**config.mk**
```make
export PLATFORM = sky130hd
export DESIGN_NAME = msg_tx_arbiter
export DESIGN_NICKNAME = d
export VERILOG_FILES = /design/src/rtl/hangman_pkg.sv /design/src/rtl/msg_tx_arbiter_rr_arb2.sv /design/src/rtl/msg_tx_arbiter.sv
export SDC_FILE = /design/constraint.sdc
export NUM_CORES = 1
export LEC_CHECK = 0
export BUFFER_PORTS_ARGS = -buffer_cell sky130_fd_sc_hd__buf_2
export CORE_MARGIN = 2
export CORE_UTILIZATION = 55
export DETAILED_ROUTE_END_ITERATION = 6
export PLACE_DENSITY = 0.83
export SLEW_MARGIN = 0
export SYNTH_ARGS = -nofsm -noshare
export SYNTH_HDL_FRONTEND = slang
export SYNTH_SLANG_ARGS = --single-unit
export TNS_END_PERCENT = 30
```
**constraint.sdc**
```tcl
create_clock -name clk -period 2.85 [get_ports clk]
set_input_delay 0.1425 -clock clk [delete_from_list [all_inputs] [get_ports clk]]
set_output_delay 0.1425 -clock clk [all_outputs]
set_load 0.02 [all_outputs]
```
**src/rtl/hangman_pkg.sv**
```systemverilog
// rtl/hangman_pkg.sv - shared types and constants for the message TX arbiter
package hangman_pkg;

  typedef enum logic [2:0] {
    IDLE = 3'd0,
    HDR  = 3'd1,
    PAY  = 3'd2,
    DONE = 3'd3,
    GAP  = 3'd4
  } tx_arb_state_t;

  localparam logic SRC_HOST   = 1'b0;
  localparam logic SRC_PLAYER = 1'b1;

  localparam logic [3:0] SYNC_NIBBLE_DEFAULT = 4'hA;

  // Header byte: sync nibble on top, source id in bit 0
  function automatic logic [7:0] make_header(input logic [3:0] sync, input logic src);
    return {sync, 3'b000, src};
  endfunction

endpackage

```
**src/rtl/msg_tx_arbiter_rr_arb2.sv**
```systemverilog
// rtl/msg_tx_arbiter_rr_arb2.sv - two-way round-robin grant with registered pointer
module rr_arb2
  import hangman_pkg::*;
(
  input  logic       clk,
  input  logic       rst,
  input  logic [1:0] req,
  input  logic       ptr_en,
  input  logic       ptr_src,
  output logic       gnt_valid,
  output logic       gnt_src
);

  logic ptr_q;
  logic ptr_d;

  // Grant: on a tie the side that did not win last time goes first
  always_comb begin
    gnt_valid = |req;
    if (req == 2'b11) begin
      gnt_src = ~ptr_q;
    end else begin
      gnt_src = req[1];
    end
    ptr_d = ptr_en ? ptr_src : ptr_q;
  end

  // Pointer remembers the source of the last completed frame; player after reset so host wins first tie
  always_ff @(posedge clk) begin
    if (rst) begin
      ptr_q <= SRC_PLAYER;
    end else begin
      ptr_q <= ptr_d;
    end
  end

endmodule

```
**src/rtl/msg_tx_arbiter.sv**
```systemverilog
// rtl/msg_tx_arbiter.sv - frames host/player characters into header+payload bytes for the UART
module msg_tx_arbiter
  import hangman_pkg::*;
#(
  parameter int         GAP_CYCLES  = 4,
  parameter logic [3:0] SYNC_NIBBLE = SYNC_NIBBLE_DEFAULT
) (
  input  logic       clk,
  input  logic       rst,
  input  logic       host_req,
  input  logic [7:0] host_data,
  output logic       host_ack,
  input  logic       player_req,
  input  logic [7:0] player_data,
  output logic       player_ack,
  output logic       tx_valid,
  output logic [7:0] tx_data,
  input  logic       tx_ready,
  output logic       msg_sent,
  output logic       busy,
  output logic       last_src
);

  localparam int GAP_W = (GAP_CYCLES > 0) ? $clog2(GAP_CYCLES + 1) : 1;
  localparam logic [GAP_W-1:0] GAP_LOAD = (GAP_CYCLES > 0) ? GAP_W'(GAP_CYCLES - 1) : '0;

  tx_arb_state_t    state_q, state_d;
  logic             src_q, src_d;
  logic [7:0]       data_q, data_d;
  logic [GAP_W-1:0] cnt_q, cnt_d;
  logic             tx_valid_q, tx_valid_d;
  logic [7:0]       tx_data_q, tx_data_d;
  logic             host_ack_q, host_ack_d;
  logic             player_ack_q, player_ack_d;
  logic             msg_sent_q, msg_sent_d;
  logic             busy_q, busy_d;
  logic             last_src_q, last_src_d;

  logic gnt_valid;
  logic gnt_src;
  logic ptr_en;
  logic accept;

  rr_arb2 u_rr (
    .clk       (clk),
    .rst       (rst),
    .req       ({player_req, host_req}),
    .ptr_en    (ptr_en),
    .ptr_src   (src_q),
    .gnt_valid (gnt_valid),
    .gnt_src   (gnt_src)
  );

  assign accept = tx_valid_q && tx_ready;

  // Next-state and next-output logic for the framing sequence
  always_comb begin
    state_d      = state_q;
    src_d        = src_q;
    data_d       = data_q;
    cnt_d        = cnt_q;
    tx_valid_d   = tx_valid_q;
    tx_data_d    = tx_data_q;
    host_ack_d   = 1'b0;
    player_ack_d = 1'b0;
    msg_sent_d   = 1'b0;
    last_src_d   = last_src_q;
    ptr_en       = 1'b0;

    case (state_q)
      IDLE: begin
        if (gnt_valid) begin
          state_d    = HDR;
          src_d      = gnt_src;
          data_d     = (gnt_src == SRC_HOST) ? host_data : player_data;
          tx_valid_d = 1'b1;
          tx_data_d  = make_header(SYNC_NIBBLE, gnt_src);
        end
      end
      HDR: begin
        if (accept) begin
          state_d   = PAY;
          tx_data_d = data_q;
        end
      end
      PAY: begin
        if (accept) begin
          state_d      = DONE;
          tx_valid_d   = 1'b0;
          tx_data_d    = 8'h00;
          host_ack_d   = (src_q == SRC_HOST);
          player_ack_d = (src_q == SRC_PLAYER);
          msg_sent_d   = 1'b1;
          last_src_d   = src_q;
          ptr_en       = 1'b1;
        end
      end
      DONE: begin
        if (GAP_CYCLES == 0) begin
          state_d = IDLE;
        end else begin
          state_d = GAP;
          cnt_d   = GAP_LOAD;
        end
      end
      GAP: begin
        if (cnt_q == '0) begin
          state_d = IDLE;
        end else begin
          cnt_d = cnt_q - GAP_W'(1);
        end
      end
      default: begin
        state_d    = IDLE;
        tx_valid_d = 1'b0;
      end
    endcase

    busy_d = (state_d != IDLE);
  end

  // State and registered outputs; reset aborts any frame in flight without an ack
  always_ff @(posedge clk) begin
    if (rst) begin
      state_q      <= IDLE;
      src_q        <= SRC_HOST;
      data_q       <= 8'h00;
      cnt_q        <= '0;
      tx_valid_q   <= 1'b0;
      tx_data_q    <= 8'h00;
      host_ack_q   <= 1'b0;
      player_ack_q <= 1'b0;
      msg_sent_q   <= 1'b0;
      busy_q       <= 1'b0;
      last_src_q   <= 1'b0;
    end else begin
      state_q      <= state_d;
      src_q        <= src_d;
      data_q       <= data_d;
      cnt_q        <= cnt_d;
      tx_valid_q   <= tx_valid_d;
      tx_data_q    <= tx_data_d;
      host_ack_q   <= host_ack_d;
      player_ack_q <= player_ack_d;
      msg_sent_q   <= msg_sent_d;
      busy_q       <= busy_d;
      last_src_q   <= last_src_d;
    end
  end

  assign tx_valid   = tx_valid_q;
  assign tx_data    = tx_data_q;
  assign host_ack   = host_ack_q;
  assign player_ack = player_ack_q;
  assign msg_sent   = msg_sent_q;
  assign busy       = busy_q;
  assign last_src   = last_src_q;

endmodule

```
==> results of run 1 <==
-- stage by stage --
stage,hold slack (ns),utilization (%),setup slack (ns),cell area (µm²)
after floorplan,0.376,-,1.47,1320
after global placement,0.460,66.6,1.30,1490
after detailed placement,0.467,66.6,1.19,1490
after CTS,0.151,69.4,1.16,1550
after global routing,0.156,69.4,1.01,1550
final,0.151,69.4,1.18,1550
-- state kept, by name (all words and copies together), names as in the netlist --
| signal | flops |
|---|---|
| tx_valid | 1 |
| msg_sent | 1 |
| state_q | 3 |
| tx_data | 8 |
| busy | 1 |
| cnt_q | 3 |
| host_ack | 1 |
| data_q | 8 |
| player_ack | 1 |
| src_q | 1 |
| u_rr.ptr_q | 1 |
| last_src | 1 |
-- cell usage after synthesis (2+ instances only) --
library cell | instances | area, µm²
nand3_1 | 6 | 30.0
nand2_1 | 3 | 11.3
mux2_2 | 2 | 22.5
mux2i_1 | 10 | 100
o211ai_1 | 6 | 45.0
nor2_1 | 14 | 52.6
clkbuf_1 | 2 | 7.51
a311oi_1 | 2 | 17.5
o21ai_0 | 4 | 20.0
dfxtp_1 | 30 | 601
inv_1 | 3 | 11.3
nor3_1 | 6 | 30.0
nand2b_1 | 4 | 25.0
buf_4 | 2 | 15.0
buf_2 | 2 | 10.0
ha_1 | 2 | 25.0
a21oi_1 | 9 | 45.0
a211oi_1 | 10 | 75.1
-- area by class of cell --
cell class	instances	area, µm²	share of cell area [%]
Multi-Input combinational cell	97	658	42.5
Sequential cell	30	601	38.7
Timing Repair Buffer	35	178	11.5
Clock buffer	6	51.3	3.31
Tap cell	28	35.0	2.26
Inverter	4	15.0	0.969
Clock inverter	2	12.5	0.807
-- critical path, delay by kind of cell, from the launching register on --
| family | cells | cell delay [ns] |
|---|---|---|
| flops | 1 | 0.45 |
| compound gates | 2 | 0.78 |
| simple gates | 2 | 0.35 |
-- worst max-delay path by stage --
stage                       endpoint  cells after the start  startpoint  slack, ns
after floorplan                 busy                      4    tx_valid       1.47
after global placement          busy                      4  state_q[2]       1.30
after detailed placement  tx_data[7]                      4  state_q[0]       1.19
after CTS                 tx_data[7]                      4  state_q[0]       1.16
after global routing      tx_data[7]                      4  state_q[0]       1.01
final                     tx_data[7]                      4  state_q[0]       1.18
-- metal layers --
layer	vias up	share of wire [%]	routed length (µm)	GRT usage, %
li1	578	-	-	-
met1	522	42	1100	25.7
met2	41	51	1330	37.9
met3	3	6.5	169	5.08
met4	0	0.95	25	7.69
met5	-	0	0	0
-- power by group through the flow --
stage               sequential (W)  combinational, W  clock, W
finish                    0.000469          0.000162  0.000268
global route              0.000474          0.000180  0.000298
CTS                       0.000469          0.000163  0.000273
detailed placement        0.000478          0.000162         0
floorplan                 0.000491          0.000109         0
global placement          0.000478          0.000155         0
-- logic make-up (layout without fill, tap and decap cells) --
family,after synthesis,in the layout,share of synthesized area (%)
compound gates,39,39,21.5
flops,30,30,45.5
xor+xnor,1,1,0.663
simple gates,43,43,16.5
buf+inv,12,47,4.73
fa+ha+maj,2,2,1.89
mux,12,12,9.28
==> flow_summary.yaml, run 1 <==
run_status:
  outcome: "finished clean"
route:
  antenna_left: 0
  wl_per_cell_um: 13.0
  drtIter0Drc: 22
  first_pass_iters: 4
  vias_per_cell: 5.66
  wirelength_um: 2620
  vias: 1144
  drc: 0
logic_synthesis:
  synth-seq-cells: 30
  yosys_warnings: 0
  avgSynthCellArea_um2: 9.51
  synth.distinct_cells: 40
  synth-edff-count: 0
  syn_area_um2: 1320
  ys.flop_type: "dfxtp_1"
  ys_async_sr_fraction_pct: 0
  syn_nets: 162
  seq_area_frac_synth_pct: 45.5
  postSynthCellCount: 139
timing:
  rsz0062_at_grt: "false"
  setup_viol: 0
  slew_headroom_pct: 60.4
  hold_viol: 0
  tightestPinTransition_ns: 0.591
  fin_crit_sh_pct: 58.7
  fmax_ghz: 0.598
  setup-tns-final_ns: 0
  post-route-min-period_ns: 1.67
  fin_skew_ns: 0.00531
  slew_violations: 0
cells_and_area:
  layout_common_cells: "buf_2, dfxtp_1, nor2_1, mux2i_1, a211oi_1"
  layout_commonest_cell: "buf_2"
  n_fill_cell: 195
  diodes: 0
  layout-drive-gt1-share_pct: 30.5
  nets: 196
  finalNonFillerCells: 202
  area_growth_syn_to_layout_pct: 17.3
setup_path:
  critPathRequiredTime_ns: 3.08
  slowest_stage: "a211oi_4"
  slowest_delay_ns: 0.49
  cp-start-kind: "flip-flop"
  reg2reg_depth: 4
  rr_endpoint: "tx_data[7]"
  reg2reg_slack_ns: 1.18
  criticalPathCategory: "reg2reg"
  cp_data_arrival_time_ns: 1.90
  critPathMaxFanout: 9
  critPathCaptureType: "flip-flop"
  cp_cell_sequence: "nand2b_1 -> a211oi_4 -> nor3_1 -> a311oi_1"
  timing.rr.start: "state_q[0]"
flow_run:
  maxCapViolCount: 0
clock_tree:
  holdBufCountCts: 0
  cts_tree: "yes"
  clkTransAtPathRegs_ns: 0.10
  postCtsSetupRepairBufs: 0
  cts_sinks: 30
  clockRootBuffer: "clkbuf_4"
  h-tree-depth: 2
  cts_buffers: 5
  clk_latency_ns: 0.32
  clock_path_buffers: 2
  cts_resized: 0
power_and_ir_drop:
  swShare_pct: 29.6
  p_leak_nw: 0.628
  p_sw_w: 0.000267
  powerDensity_nw_per_um2: 580
  power_frac_clock_pct: 29.8
  finalPower_w: 0.000900
  peakVddDrop_uv: 361
  pwr-share-seq_pct: 52.2
  comb_power_share_pct: 18.0
  p_int_w: 0.000633
global_route:
  grt_pass1_wl_um: 4470
  grt-ovfl-total: 0
  grt_max_degree: 28
  antenna_found_initial: 0
  grtUsageTotal_pct: 21.7
  grt_pass1_vias: 1059
placed_design:
  numPortBuffers: 34
  placed_cells: 194
  dp_hpwl_um: 1950
  place_congestion: 0.813
worst_hold_path:
  hp-start: "host_data[1]"
  hold_path_end: "data_q[1]"
  hold_depth: 3
  holdCritPathClass: "in2reg"
die:
  fp.dieH_um: 53.0
  dieArea_um2: 2810
  ioPinCount: 35
  rows: 17
  core-area_um2: 2230
  start_util_pct: 59.2
  die_w_um: 53.0
Power figures use the tool's default switching activity.
==> run 2, diff against run 1 <==
--- a/config.mk
+++ b/config.mk
@@ -7,9 +7,9 @@
 export LEC_CHECK = 0
 export BUFFER_PORTS_ARGS = -buffer_cell sky130_fd_sc_hd__buf_2
 export CORE_MARGIN = 2
-export CORE_UTILIZATION = 55
+export CORE_UTILIZATION = 46
 export DETAILED_ROUTE_END_ITERATION = 6
-export PLACE_DENSITY = 0.83
+export PLACE_DENSITY = 0.74
 export SLEW_MARGIN = 0
 export SYNTH_ARGS = -nofsm -noshare
 export SYNTH_HDL_FRONTEND = slang
==> constraint.sdc (replaced) <==
create_clock -name clk -period 1.45 [get_ports clk]
set_input_delay 0.0725 -clock clk [delete_from_list [all_inputs] [get_ports clk]]
set_output_delay 0.0725 -clock clk [all_outputs]
set_load 0.02 [all_outputs]
==> run 2 against run 1 <==
- critical path type unchanged
- flip-flop and latch count unchanged
- first-iteration DRC count shrank 18%
- combinational power grew 130%
- core utilization shrank 6.8 points
- via count rose by 0.35%
- critical endpoint is now tx_data[5]
==> flow_summary.yaml, run 2 (synthesized netlist as in run 1, its figures left out) <==
setup_path:
  path_delay_family: "compound AO/OA/AOI/OAI gates"
  timing.rr.start: "state_q[1]"
  rr_endpoint: "tx_data[5]"
  slowest_delay_ns: 0.36
  reg2reg_slack_ns: 0.02
  critPathCaptureType: "flip-flop"
  critPathMaxFanout: 8
  criticalPathCategory: "reg2reg"
  reg2reg_depth: 6
  cp_data_arrival_time_ns: 1.67
  cp_cell_sequence: "buf_4 -> nand2b_4 -> a211oi_4 -> buf_4 -> nor3_1 -> a311oi_1"
  critPathRequiredTime_ns: 1.69
  path_common_cell: "buf_4"
  cp-start-kind: "flip-flop"
  path_buf_inv: 2
  slowest_stage: "dfxtp_2"
power_and_ir_drop:
  power_frac_clock_pct: 40.5
  pwr-share-seq_pct: 42.5
  finalPower_w: 0.00217
  powerDensity_nw_per_um2: 1270
  swShare_pct: 24.8
  comb_power_share_pct: 17.0
  peakVddDrop_uv: 1310
  p_int_w: 0.00163
  p_leak_nw: 0.710
  p_sw_w: 0.000539
worst_hold_path:
  hold_depth: 3
  holdCritPathClass: "in2reg"
  hp-start: "host_data[3]"
  hold_path_end: "data_q[3]"
clock_tree:
  h-tree-depth: 2
  clk_latency_ns: 0.33
  clkTransAtPathRegs_ns: 0.10
  cts_tree: "yes"
  cts_buffers: 5
  holdBufCountCts: 0
  clock_path_buffers: 2
  clockRootBuffer: "clkbuf_4"
  cts_sinks: 30
route:
  drtIter0Drc: 18
  first_pass_iters: 4
  antenna_left: 0
  vias_per_cell: 5.34
  wl_per_cell_um: 13.0
  vias: 1148
  wirelength_um: 2800
  drc: 0
timing:
  setup-tns-final_ns: 0
  tightestPinTransition_ns: 0.505
  fmax_ghz: 0.700
  slew_headroom_pct: 66.4
  hold_viol: 0
  hold_slack_ns: 0.0674
  fin_crit_sh_pct: 98.6
  setup_viol: 0
  fin_skew_ns: 0.0121
  slew_violations: 0
  post-route-min-period_ns: 1.43
cells_and_area:
  fin_util_pct: 62.6
  nets: 206
  layout-drive-gt1-share_pct: 37.5
  seqCellArea_um2: 603
  diodes: 0
  fin_area_um2: 1710
  multi_input_area_um2: 689
  area_growth_syn_to_layout_pct: 29.5
  n_fill_cell: 231
  layout_common_cells: "buf_2, dfxtp_1, nor2_1, buf_4, mux2i_1"
  layout_commonest_cell: "buf_2"
global_route:
  grtUsageTotal_pct: 18.5
  grt_pass1_vias: 1033
  grt_max_degree: 28
  antenna_found_initial: 0
  grt-ovfl-total: 0
  grt_pass1_wl_um: 4550
die:
  fp.dieH_um: 57.6
  die_w_um: 57.6
  ioPinCount: 35
  dieArea_um2: 3320
  core-area_um2: 2730
  rows: 19
  start_util_pct: 48.3
placed_design:
  place_congestion: 0.795
  dpl_cell_area_um2: 1560
  numPortBuffers: 34
  dp_hpwl_um: 1990
run_status:
  outcome: "finished clean"
flow_run:
  maxCapViolCount: 0
run 2: cell types whose count changed in the layout (fill, tap and decap cells not counted), moves of 2 or more:
cell / change
buf_4: +10
bufinv_16: +2
dfxtp_1: -2
dfxtp_2: +2
run 2: through the flow:
step | worst slack, ns | cells
global route | -0.0372 | 215
global placement | 0.0789 | 206
floorplan | 0.0705 | 139
detailed placement | 0.000644 | 206
finish | 0.0205 | 215
CTS | 0.0151 | 215
run 2: worst min-delay path: stages:
cell and delay (ns):
buf_2 0.09, mux2i_1 0.12, a211oi_1 0.08
run 2: repair_timing:
action / 4_1_cts / 5_1_grt
setup buffers: 1 / 0
setup endpoints to repair: 5 / 6
gates resized for setup: 3 / 5
pin swaps: 1 / 2
run 2: power groups by stage:
stage	Sequential [W]	Clock (W)	Combinational (W)
after floorplan	0.000966	0	0.000214
after global placement	0.000939	0	0.000339
after detailed placement	0.000940	0	0.000350
after CTS	0.000921	0.000896	0.000360
after global routing	0.000930	0.000934	0.000410
final	0.000923	0.000879	0.000370
run 2: worst max-delay path by stage:
stage,depth (start not counted),from,to,slack [ns]
2_1_floorplan,4,tx_valid,busy,0.07
3_3_place_gp,5,state_q[1],tx_data[5],0.08
3_5_place_dp,5,state_q[1],tx_data[5],0.0006
4_1_cts,5,state_q[0],tx_data[5],0.02
5_1_grt,6,state_q[1],tx_data[5],-0.04
6_report,6,state_q[1],tx_data[5],0.02
run 2: final cells by class:
| type | instances | share of cell area (%) |
|---|---|---|
| Timing Repair Buffer | 45 | 14.8 |
| Tap cell | 31 | 2.27 |
| Multi-Input combinational cell | 97 | 40.3 |
| Sequential cell | 30 | 35.3 |
| Inverter | 4 | 0.878 |
| Clock inverter | 2 | 3.51 |
| Clock buffer | 6 | 3.00 |
run 2: metal layers:
metal  global-route usage, %  up-vias  part of all wire, %
li1                        -      595                    -
met1                    21.1      516                   45
met2                    30.2       31                   48
met3                    7.03        6                  4.7
met4                    8.97        0                  2.2
met5                       0        -                    0
==> run 3, diff against run 2 <==
--- a/config.mk
+++ b/config.mk
@@ -5,11 +5,12 @@
 export SDC_FILE = /design/constraint.sdc
 export NUM_CORES = 1
 export LEC_CHECK = 0
+export ABC_AREA = 1
 export BUFFER_PORTS_ARGS = -buffer_cell sky130_fd_sc_hd__buf_2
 export CORE_MARGIN = 2
-export CORE_UTILIZATION = 46
+export CORE_UTILIZATION = 55
 export DETAILED_ROUTE_END_ITERATION = 6
-export PLACE_DENSITY = 0.74
+export PLACE_DENSITY = 0.82
 export SLEW_MARGIN = 0
 export SYNTH_ARGS = -nofsm -noshare
 export SYNTH_HDL_FRONTEND = slang
==> constraint.sdc (replaced) <==
create_clock -name clk -period 1.8 [get_ports clk]
set_input_delay 0.09 -clock clk [delete_from_list [all_inputs] [get_ports clk]]
set_output_delay 0.09 -clock clk [all_outputs]
set_load 0.02 [all_outputs]
==> run 3 against run 2 <==
- wire length up 1.2%
- core utilization up 6.4 points
- highest routed layer unchanged
- clock skew is 0.010 ns lower
- combinational power shrank 4%
- register-to-register slack better by 0.48 ns
- synthesized cell count rose by 35%
- global-route usage is 4.2 points higher
- non-clock buffer count shrank 4
- clock power shrank 53%
- critical endpoint is now tx_data[0]
- fmax rose by 10%
- cell count increased by 21%
- synthesized area up 5.6%
==> flow_summary.yaml, run 3 <==
route:
  met2WireLength_um: 1250
  first_pass_iters: 4
  drtIter0Drc: 28
  vias: 1299
  wl_per_cell_um: 10.9
  wirelength_um: 2840
  routed.top_layer: "met4"
  antenna_left: 0
  drc: 0
  vias_per_cell: 4.98
  wl_met3_um: 197
  met1_length_um: 1320
logic_synthesis:
  avgSynthCellArea_um2: 7.42
  synth_area_leaders: "dfxtp_1, nand2_1, a21oi_1"
  synth-seq-cells: 30
  yosys.cell_count.top_type: "nand2_1"
  ys_async_sr_fraction_pct: 0
  postSynthCellCount: 188
  synthTopCellsByCount: "nand2_1, dfxtp_1, a21oi_1"
  synth-edff-count: 0
  syn_nets: 211
  syn_area_um2: 1400
  ys.flop_type: "dfxtp_1"
  seq_area_frac_synth_pct: 43.0
  synth_top_area_cell: "dfxtp_1"
  synth.distinct_cells: 22
  yosys_warnings: 0
  yosys.area.top_type_share_pct: 43.0
setup_path:
  cp_data_arrival_time_ns: 1.57
  critPathRequiredTime_ns: 2.07
  critPathCaptureType: "flip-flop"
  cp-start-kind: "flip-flop"
  criticalPathCategory: "reg2reg"
  critPathMaxFanout: 15
clock_tree:
  clkTransAtPathRegs_ns: 0.09
  clockRootBuffer: "clkbuf_4"
  cts_resized: 0
  cts_tree: "yes"
  clk_latency_ns: 0.33
  cts_buffers: 5
  cts_sinks: 30
  h-tree-depth: 2
  clock_path_buffers: 2
timing:
  rsz0062_at_grt: "false"
  fin_skew_ns: 0.00213
  post-route-min-period_ns: 1.29
  fmax_ghz: 0.772
  setup-tns-final_ns: 0
  hold_viol: 0
  slew_headroom_pct: 74.7
  fin_crit_sh_pct: 71.9
  setup_viol: 0
  hold_slack_ns: 0.00821
  slew_violations: 0
  tightestPinTransition_ns: 0.379
global_route:
  grt-ovfl-total: 0
  antenna_found_initial: 0
  grt_pass1_vias: 1120
  grtUsageTotal_pct: 22.7
  grt_pass1_wl_um: 4710
  grt_max_degree: 16
cells_and_area:
  fin_util_pct: 68.9
  layout_commonest_cell: "nand2_1"
  n_fill_cell: 219
  layout-drive-gt1-share_pct: 28.1
  area_growth_syn_to_layout_pct: 20.2
  nets: 253
  diodes: 0
  layout_common_cells: "nand2_1, buf_2, dfxtp_1, a21oi_1, inv_1"
  seqCellArea_um2: 601
  multi_input_area_um2: 661
power_and_ir_drop:
  p_leak_nw: 0.851
  powerDensity_nw_per_um2: 913
  peakVddDrop_uv: 806
die:
  fp.dieH_um: 54.4
  ioPinCount: 35
  rows: 18
  start_util_pct: 57.4
  dieArea_um2: 2960
  core-area_um2: 2430
  die_w_um: 54.4
placed_design:
  place_congestion: 0.932
  dp_hpwl_um: 2120
  numPortBuffers: 34
worst_hold_path:
  holdCritPathClass: "in2reg"
flow_run:
  maxCapViolCount: 0
run_status:
  outcome: "finished clean"
run 3: cell count changes after synthesis, sizes merged, moves of 10 or more:
cell / delta
inv: +18
a211oi: -12
mux2i: -10
a21oi: +20
nand3: +13
nand2: +41
run 3: cell families (layout without fill, tap and decap cells):
| family | after synthesis | after routing | share of synthesized area (%) |
|---|---|---|---|
| AND/OR/NAND/NOR | 84 | 84 | 27.4 |
| AO/OA/AOI/OAI | 43 | 43 | 17.5 |
| flip-flops | 30 | 30 | 43.0 |
| buffers and inverters | 28 | 71 | 9.60 |
| adder cells (fa/ha/maj) | 2 | 2 | 1.79 |
| XOR/XNOR | 1 | 1 | 0.628 |
run 3: layout make-up:
type | count | share of cell area [%]
Sequential cell | 30 | 35.8
Inverter | 22 | 4.93
Clock inverter | 1 | 0.299
Timing Repair Buffer | 41 | 14.0
Multi-Input combinational cell | 130 | 39.4
Tap cell | 30 | 2.24
Clock buffer | 7 | 3.28
run 3: routing by layer:
layer	vias to the layer above	track usage [%]
met1	547	29.9
met2	48	32.7
li1	694	-
met3	10	5.74
met4	0	14.2
met5	-	0
run 3: worst max-delay path, cell delays in order (launching register included):
cell	delay (ns)
dfxtp_1	0.44
inv_2	0.07
nand3_1	0.08
nand2_1	0.08
inv_2	0.25
nand2_1	0.11
nand2_1	0.07
nand2_1	0.04
nor2_1	0.09
run 3: where the power goes:
group,switching (W),leakage [nW],internal [W]
sequential,0.0000383,0.247,0.000724
combinational,0.000221,0.568,0.000136
clock,0.000222,0.0353,0.000189
run 3: final timing paths:
| path | startpoint | cells after the start | endpoint | slack (ns) |
|---|---|---|---|---|
| worst min-delay path | player_data[5] | 3 | data_q[5] | 0.008 |
| worst min register to register | last_src | 2 | last_src | 0.47 |
| worst max-delay path | state_q[1] | 8 | tx_data[0] | 0.51 |
| worst max register to register | state_q[1] | 8 | tx_data[0] | 0.51 |
run 3: timing repair:
action	4_1_cts	5_1_grt
buffers inserted	0	0
hold buffers	5	0
endpoints found under the hold margin	7	0
run 3: per-stage QoR:
step	instance area [µm²]	power, W	cells	setup slack (ns)
2_1_floorplan	1400	0.00105	188	0.543
3_3_place_gp	1570	0.00112	248	0.542
3_5_place_dp	1570	0.00112	248	0.515
4_1_cts	1680	0.00154	261	0.493
5_1_grt	1680	0.00162	261	0.331
6_report	1680	0.00153	261	0.505
